$ cat config.mk
export PLATFORM = sky130hd
export DESIGN_NAME = sync_ram
export DESIGN_NICKNAME = d
export VERILOG_FILES = /design/src/rtl/sync_ram_pkg.sv /design/src/rtl/sync_ram.sv
export SDC_FILE = /design/constraint.sdc
export NUM_CORES = 1
export LEC_CHECK = 0
export BUFFER_PORTS_ARGS = -buffer_cell sky130_fd_sc_hd__buf_4
export CAP_MARGIN = 20
export CORE_AREA = 2 2 130 132
export DETAILED_ROUTE_END_ITERATION = 16
export DIE_AREA = 0 0 132 134
export HOLD_SLACK_MARGIN = 0.1
export PLACE_DENSITY = 0.61
export SETUP_SLACK_MARGIN = 0.4
export SYNTH_ARGS = -nofsm -noshare
export SYNTH_HDL_FRONTEND = slang
export SYNTH_SLANG_ARGS = --single-unit
export TNS_END_PERCENT = 50
$ cat constraint.sdc
create_clock -name clk -period 5.1 [get_ports clk]
set_clock_uncertainty 0.1 [all_clocks]
set_input_delay 1.02 -clock clk [delete_from_list [all_inputs] [get_ports clk]]
set_output_delay 1.02 -clock clk [all_outputs]
set_load 0.01 [all_outputs]
$ cat src/rtl/sync_ram_pkg.sv
// Shared constants and helpers for the sync_ram storage block.
//
// Contents:
//   ADDR_W   - default address bus width (bits)
//   DATA_W   - default data word width (bits)
//   DEPTH    - default number of stored words
//   in_range - returns 1 when an address selects a stored word (addr < DEPTH)
package sync_ram_pkg;

  localparam int ADDR_W = 4;
  localparam int DATA_W = 16;
  localparam int DEPTH  = 8;

  // Extra top bit keeps the compare unsigned and free of truncation when
  // DEPTH == 2**ADDR_W.
  function automatic logic in_range(input logic [ADDR_W-1:0] addr);
    return {1'b0, addr} < (ADDR_W + 1)'(DEPTH);
  endfunction

endpackage

$ cat src/rtl/sync_ram.sv
// Single-port synchronous RAM with a registered read port.
//
// Ports:
//   clk     in   1            rising-edge clock for all state
//   rst     in   1            synchronous reset, active-low; clears rd_data and every word
//   wr_data in   MEM_WIDTH    write data
//   addr    in   ADDER_WIDTH  shared read/write word address
//   wren    in   1            write enable, active-high
//   rden    in   1            read enable, active-high
//   rd_data out  MEM_WIDTH    registered read data (one-cycle latency, held while rden=0)
//
// Behaviour notes:
//   - Same-address read and write in one cycle is read-first: rd_data takes the
//     old word while the new word is stored.
//   - Addresses at or above MEM_DEPTH ignore writes and read back zero.
//   - Storage is a flop array so the whole memory can be cleared by reset.
module sync_ram
  import sync_ram_pkg::*;
#(
  parameter int ADDER_WIDTH = ADDR_W,
  parameter int MEM_WIDTH   = DATA_W,
  parameter int MEM_DEPTH   = DEPTH
) (
  input  logic                   clk,
  input  logic                   rst,
  input  logic [MEM_WIDTH-1:0]   wr_data,
  input  logic [ADDER_WIDTH-1:0] addr,
  input  logic                   wren,
  input  logic                   rden,
  output logic [MEM_WIDTH-1:0]   rd_data
);

  // Index width just wide enough for the stored words; never below one bit.
  localparam int IDX_W = (MEM_DEPTH > 1) ? $clog2(MEM_DEPTH) : 1;
  localparam logic [ADDER_WIDTH:0] DEPTH_LIM = (ADDER_WIDTH + 1)'(MEM_DEPTH);

  logic [MEM_WIDTH-1:0] mem [MEM_DEPTH];
  logic                 addr_ok;
  logic [IDX_W-1:0]     idx;
  logic [MEM_WIDTH-1:0] rd_word;

  // Range check done locally so non-default parameterisations stay correct.
  assign addr_ok = ({1'b0, addr} < DEPTH_LIM);

  // Only the low bits select a word; out-of-range addresses never reach the
  // array because both the write and the read path are gated by addr_ok.
  generate
    if (IDX_W < ADDER_WIDTH) begin : g_idx_slice
      assign idx = addr[IDX_W-1:0];
    end else begin : g_idx_pad
      assign idx = IDX_W'(addr);
    end
  endgenerate

  always_comb begin
    rd_word = '0;
    if (addr_ok) begin
      rd_word = mem[idx];
    end
  end

  // Non-blocking updates give read-first behaviour on a same-address collision.
  always_ff @(posedge clk) begin
    if (!rst) begin
      rd_data <= '0;
      for (int i = 0; i < MEM_DEPTH; i++) begin
        mem[i] <= '0;
      end
    end else begin
      if (rden) begin
        rd_data <= rd_word;
      end
      if (wren && addr_ok) begin
        mem[idx] <= wr_data;
      end
    end
  end

endmodule

==> flow_summary.json, run 1 <==
{
  "synth_top_family_by_area": "simple AND/OR/NAND/NOR gates",
  "hpwlAfterDp_mm": 9.20,
  "cts_tree": "done",
  "synthMuxAreaShare_pct": 10.1,
  "drt_iter0_drc": 476,
  "tns_ns": 0,
  "numCtsBuffers": 17,
  "final.period_utilization_pct": 61.6,
  "setup_viol": 0,
  "multiInputGateArea_um2": 2070,
  "synth-simple-area-share_pct": 17.2,
  "arrival_ns": 3.08,
  "irDropWorstVdd_mv": 0.228,
  "worst_skew_pair.late_latency_ns": 0.41,
  "worst_slew_pin_slew_ns": 1.14,
  "cts.clk_slew.worst_paths_ns": 0.06,
  "slew_headroom_pct": 24.0,
  "p_leak_nw": 2.86,
  "cts_buffer_depth": 2,
  "crit_fanout": 17,
  "powerDensity_nw_per_um2": 387,
  "num_io_pins": 40,
  "wl_mm": 15.0,
  "place.gp.congestion": 0.765,
  "required_ns": 5.04,
  "most-common-layout-cells": "and2_1 (128), edfxtp_1 (128), mux2i_1 (64), buf_4 (44), o22ai_1 (32)",
  "ys_ff_latch": 144,
  "holdBufCountCts": 0,
  "first_pass_iters": 5,
  "ctsResizeCount": 0,
  "via_per_inst": 5.11,
  "fin_crit_ns": 3.14,
  "nNetsFinal": 536,
  "drive_above_1_share_pct": 17.5,
  "rows": 47,
  "status": "finished, final reports clean",
  "max_freq_mhz": 318,
  "io_buffers": 39,
  "area_growth_pct": 18.7,
  "hold_viol": 0,
  "synthAdderAreaFrac_pct": 0,
  "synth_xor_xnor_area_share_pct": 0,
  "grt-ovfl-total": 0,
  "die_x_um": 132,
  "slew_viol_final": 0,
  "netlist_instances": 472,
  "grt.total_usage_pct": 17.5,
  "cts_root_buf": "clkbuf_16",
  "hold_slack_ns": 0.350,
  "cts.sinks": 144,
  "nFillCells": 1474,
  "max_stage_delay_ns": 0.71,
  "synth_edf_count": 128,
  "yosys_warnings": 0,
  "cap_violations": 0,
  "synthArstFlopShare_pct": 0,
  "slowest_stage": "nand2b_1",
  "htree_levels": 4,
  "core_area_um2": 16300,
  "synth_compound_area_share_pct": 4.88,
  "min-delay-path-class": "reg2reg",
  "synth_cell_types": 24,
  "antenna_found_initial": 0,
  "seqCellArea_um2": 4160,
  "worst-setup-path-type": "in2reg",
  "netlist_area_um2": 6360,
  "grt_max_degree": 65,
  "yosys_most_used_dff": "edfxtp_1",
  "wl_per_cell_um": 20.2,
  "post_cts_buffers": 0,
  "n_antenna_cell": 0,
  "grt_pass1_vias": 3873,
  "antenna_left": 0,
  "avgSynthCellArea_um2": 13.5,
  "dieHeight_um": 134,
  "vias": 3809,
  "grt_pass1_wl_mm": 22.7,
  "syn_nets": 496,
  "cp-start-kind": "input port",
  "rsz0062_at_grt": "no",
  "finalPower_mw": 2.92,
  "start_util_pct": 39.1,
  "cp_cell_sequence": "buf_4 > nand2_1 > or3_1 > nor3_4 > nand2b_1",
  "end_kind": "register",
  "die_area_um2": 17700,
  "ys_seq_area_share_pct": 65.4,
  "drc": 0
}
## power by group
group | internal, mW | switching (mW)
Combinational | 0.0731 | 0.120
Sequential | 1.35 | 0.0208
Clock | 0.894 | 0.468
Total | 2.32 | 0.609
## path summary, 6_finish.rpt
check                                start          to  slack [ns]  cells past startpoint
worst max register to register   mem[7][0]  rd_data[0]        3.88                      4
worst min-delay path            rd_data[3]  rd_data[3]        0.35                      2
worst min register to register  rd_data[3]  rd_data[3]        0.35                      2
worst max-delay path                   rst   mem[0][7]        1.96                      5
## flip-flops by register name (all words and copies together) (netlist names)
register  count
mem         128
rd_data      16
## area by class of cell
type / count / area share (%)
flip-flops and latches: 144 / 55.2
well taps: 220 / 3.65
repair buffers: 49 / 5.22
clock inverters: 10 / 2.45
clock buffers: 22 / 6.15
multi-input cells: 300 / 27.4
## per-layer routing
| layer | share of wire [%] | GRT usage [%] |
|---|---|---|
| met3 | 5.9 | 4.61 |
| met2 | 46 | 27.0 |
| met5 | 0 | 0 |
| met1 | 46 | 24.4 |
| met4 | 1.7 | 5.25 |
## worst max-delay path: cells and delay by family
family,cells,cell delay [ns]
and+or+nand+nor,4,1.85
buffers and inverters,1,0.19
## synth_stat cells (2+ instances only)
library cell / n / area, um^2
and2_1: 128 / 801
edfxtp_1: 128 / 3840
mux2i_1: 64 / 641
o22ai_1: 32 / 200
nand2_1: 19 / 71.3
nor2_1: 18 / 67.6
dfxtp_1: 16 / 320
o21ai_0: 15 / 75.1
clkbuf_1: 9 / 33.8
buf_2: 7 / 35.0
o21ai_1: 7 / 35.0
nand2b_1: 6 / 37.5
buf_4: 5 / 37.5
clkbuf_2: 5 / 25.0
nor2_4: 3 / 33.8
buf_6: 2 / 22.5
## cell families after synthesis
logic type	count (synthesis)
and+or+nand+nor	182
DFF	144
muxes	64
AOI/OAI and AO/OA	54
buffers and inverters	28
## per-stage QoR
stage	util (%)	setup slack [ns]	instances	area, um^2
after floorplan	-	1.84	472	6360
after global placement	42.0	1.60	708	6840
after detailed placement	42.1	1.52	710	6860
after CTS	46.1	1.95	742	7510
after global routing	46.3	1.75	745	7550
final	46.3	1.96	745	7550
Power figures use the tool's default switching activity.
==> run 2, diff against run 1 <==
--- a/config.mk
+++ b/config.mk
@@ -5,13 +5,14 @@
 export SDC_FILE = /design/constraint.sdc
 export NUM_CORES = 1
 export LEC_CHECK = 0
+export ABC_AREA = 1
 export BUFFER_PORTS_ARGS = -buffer_cell sky130_fd_sc_hd__buf_4
 export CAP_MARGIN = 20
-export CORE_AREA = 2 2 130 132
+export CORE_AREA = 2 2 133 135
 export DETAILED_ROUTE_END_ITERATION = 16
-export DIE_AREA = 0 0 132 134
+export DIE_AREA = 0 0 135 137
 export HOLD_SLACK_MARGIN = 0.1
-export PLACE_DENSITY = 0.61
+export PLACE_DENSITY = 0.63
 export SETUP_SLACK_MARGIN = 0.4
 export SYNTH_ARGS = -nofsm -noshare
 export SYNTH_HDL_FRONTEND = slang
==> constraint.sdc (replaced) <==
create_clock -name clk -period 2.55 [get_ports clk]
set_clock_uncertainty 0.1 [all_clocks]
set_input_delay 0.51 -clock clk [delete_from_list [all_inputs] [get_ports clk]]
set_output_delay 0.51 -clock clk [all_outputs]
set_load 0.01 [all_outputs]
==> run 2 against run 1 <==
Final cell count is 40% higher. Power is 93% higher. Flip-flop and latch count stayed put. Final area is 4.6% higher. Largest power group unchanged. Worst hold slack better by 0.014 ns. Sequential power is 99% higher.
==> flow_summary.json, run 2 <==
{
  "status": "finished, final reports clean",
  "numCtsBuffers": 17,
  "tns_ns": 0,
  "netlist_area_um2": 6670,
  "grt.total_usage_pct": 19.1,
  "cts_tree": "done",
  "crit_fanout": 10,
  "max_stage_delay_ns": 0.27,
  "nNetsFinal": 827,
  "start_util_pct": 39.1,
  "worst_skew_pair.late_latency_ns": 0.43,
  "crit_top_cell": "buf_4",
  "via_per_inst": 4.68,
  "htree_levels": 4,
  "cts_root_buf": "clkbuf_16",
  "place_area_um2": 7310,
  "area_growth_pct": 18.3,
  "ys_seq_area_share_pct": 62.4,
  "drive_above_1_share_pct": 13.7,
  "largest_reg_flops": 128,
  "grt-ovfl-total": 0,
  "post_cts_buffers": 0,
  "slew_viol_final": 0,
  "cts.sinks": 144,
  "yosysMostFrequentCell": "nand2_1",
  "final.period_utilization_pct": 64.7,
  "yosys_most_used_dff": "edfxtp_1",
  "holdBufCountCts": 0,
  "end_kind": "register",
  "netlist_instances": 748,
  "synth_edf_count": 128,
  "io_buffers": 39,
  "hpwlAfterDp_mm": 10.4,
  "arrival_ns": 1.68,
  "drt_iter0_drc": 382,
  "fin_crit_ns": 1.65,
  "syn_nets": 772,
  "wl_per_cell_um": 15.8,
  "worst_slew_pin_slew_ns": 0.662,
  "finalPower_mw": 5.63,
  "postLayoutCoreUtil_pct": 46.3,
  "ys_top_cells_by_area": "edfxtp_1 (58%), nand2_1 (10%), inv_1 (8.2%)",
  "drc": 0,
  "place_ws_ns": 0.448,
  "rsz0062_at_grt": "no",
  "dieHeight_um": 137,
  "cap_violations": 0,
  "avgSynthCellArea_um2": 8.92,
  "max_freq_mhz": 606,
  "p_leak_nw": 3.69,
  "stdcell_area_um2": 7890,
  "place_inst": 1009,
  "finalNonFillerCells": 1041,
  "die_x_um": 135,
  "min-delay-path-class": "reg2reg",
  "grt_max_degree": 65,
  "die_area_um2": 18500,
  "grt_pass1_vias": 4599,
  "hold_viol": 0,
  "rows": 48,
  "antenna_left": 0,
  "synth_cell_types": 22,
  "fin_ws_ns": 0.899,
  "cts_buffer_depth": 2,
  "antenna_found_initial": 0,
  "most-common-layout-cells": "nand2_1 (185), inv_1 (145), nor2_1 (129), edfxtp_1 (128)",
  "seqCellArea_um2": 4160,
  "place.gp.congestion": 0.784,
  "setup_viol": 0,
  "num_io_pins": 40,
  "synthArstFlopShare_pct": 0,
  "first_pass_iters": 5,
  "synth_top_area_share_pct": 57.6,
  "core_area_um2": 17100,
  "multiInputGateArea_um2": 1780,
  "wl_mm": 16.5,
  "slew_headroom_pct": 55.8,
  "nFillCells": 1646,
  "layout_commonest_cell": "nand2_1",
  "hold_slack_ns": 0.364,
  "required_ns": 2.58,
  "n_antenna_cell": 0,
  "powerDensity_nw_per_um2": 714,
  "cp_cell_sequence": "buf_4 > nand3b_1 > nor2_2 > nand2_2 > nand2_1 > buf_4",
  "top_register": "mem",
  "worst-setup-path-type": "in2reg",
  "cp-start-kind": "input port",
  "cts.clk_slew.worst_paths_ns": 0.05,
  "vias": 4873,
  "yosys_warnings": 0,
  "synth_top_cell_by_area": "edfxtp_1",
  "top_regs": "mem (128), rd_data (16)",
  "slowest_stage": "buf_4",
  "irDropWorstVdd_mv": 0.507,
  "ctsResizeCount": 0,
  "grt_pass1_wl_mm": 25.5,
  "synth_common_cells": "nand2_1 (185), inv_1 (146), nor2_1 (129)",
  "ys_ff_latch": 144
}
run 2: cell count changes in the layout (fill, tap and decap cells not counted), sizes merged, moves of 32 or more:
cell   change
inv      +149
nor2     +112
mux2i     -64
nand2    +174
nand3     +64
and2     -128
o22ai     -32
run 2: kinds of logic after synthesis:
kind of cell           count (synthesis)  share of synthesized area (%)
buffers and inverters                180                           10.9
AOI/OAI and AO/OA                     32                           2.40
DFF                                  144                           62.4
and+or+nand+nor                      392                           24.3
run 2: critical path: cells and delay by family:
family,cells,cell delay [ns]
AND/OR/NAND/NOR,4,0.79
buffers and inverters,2,0.38
run 2: layer usage:
layer / track usage (%) / vias up / wire (um)
met4: 6.71 / 0 / 340
met1: 25.5 / 2264 / 7250
met3: 4.63 / 30 / 1300
li1: - / 2419 / -
met5: 0 / - / 0
met2: 30.7 / 160 / 7580
run 2: path summary, 6_finish.rpt:
| check | startpoint | slack, ns | end | cells after the start |
|---|---|---|---|---|
| max | addr[3] | 0.90 | mem[3][12] | 6 |
| min | rd_data[6] | 0.36 | rd_data[6] | 2 |
| max reg2reg | mem[2][8] | 1.23 | rd_data[8] | 6 |
| min reg2reg | rd_data[6] | 0.36 | rd_data[6] | 2 |
run 2: layout make-up:
class	instances	share of cell area (%)
inverter	150	7.13
sequential	144	52.7
clock inverter	11	1.44
tap	225	3.57
timing repair buffer	66	6.59
multi-input combinational	424	22.6
clock buffer	21	5.96
run 2: report_power, final:
part	total [mW]	internal [mW]	switching, mW
registers	2.73	2.69	0.0364
clock network	2.45	1.50	0.948
logic	0.450	0.143	0.307
total	5.63	4.34	1.29
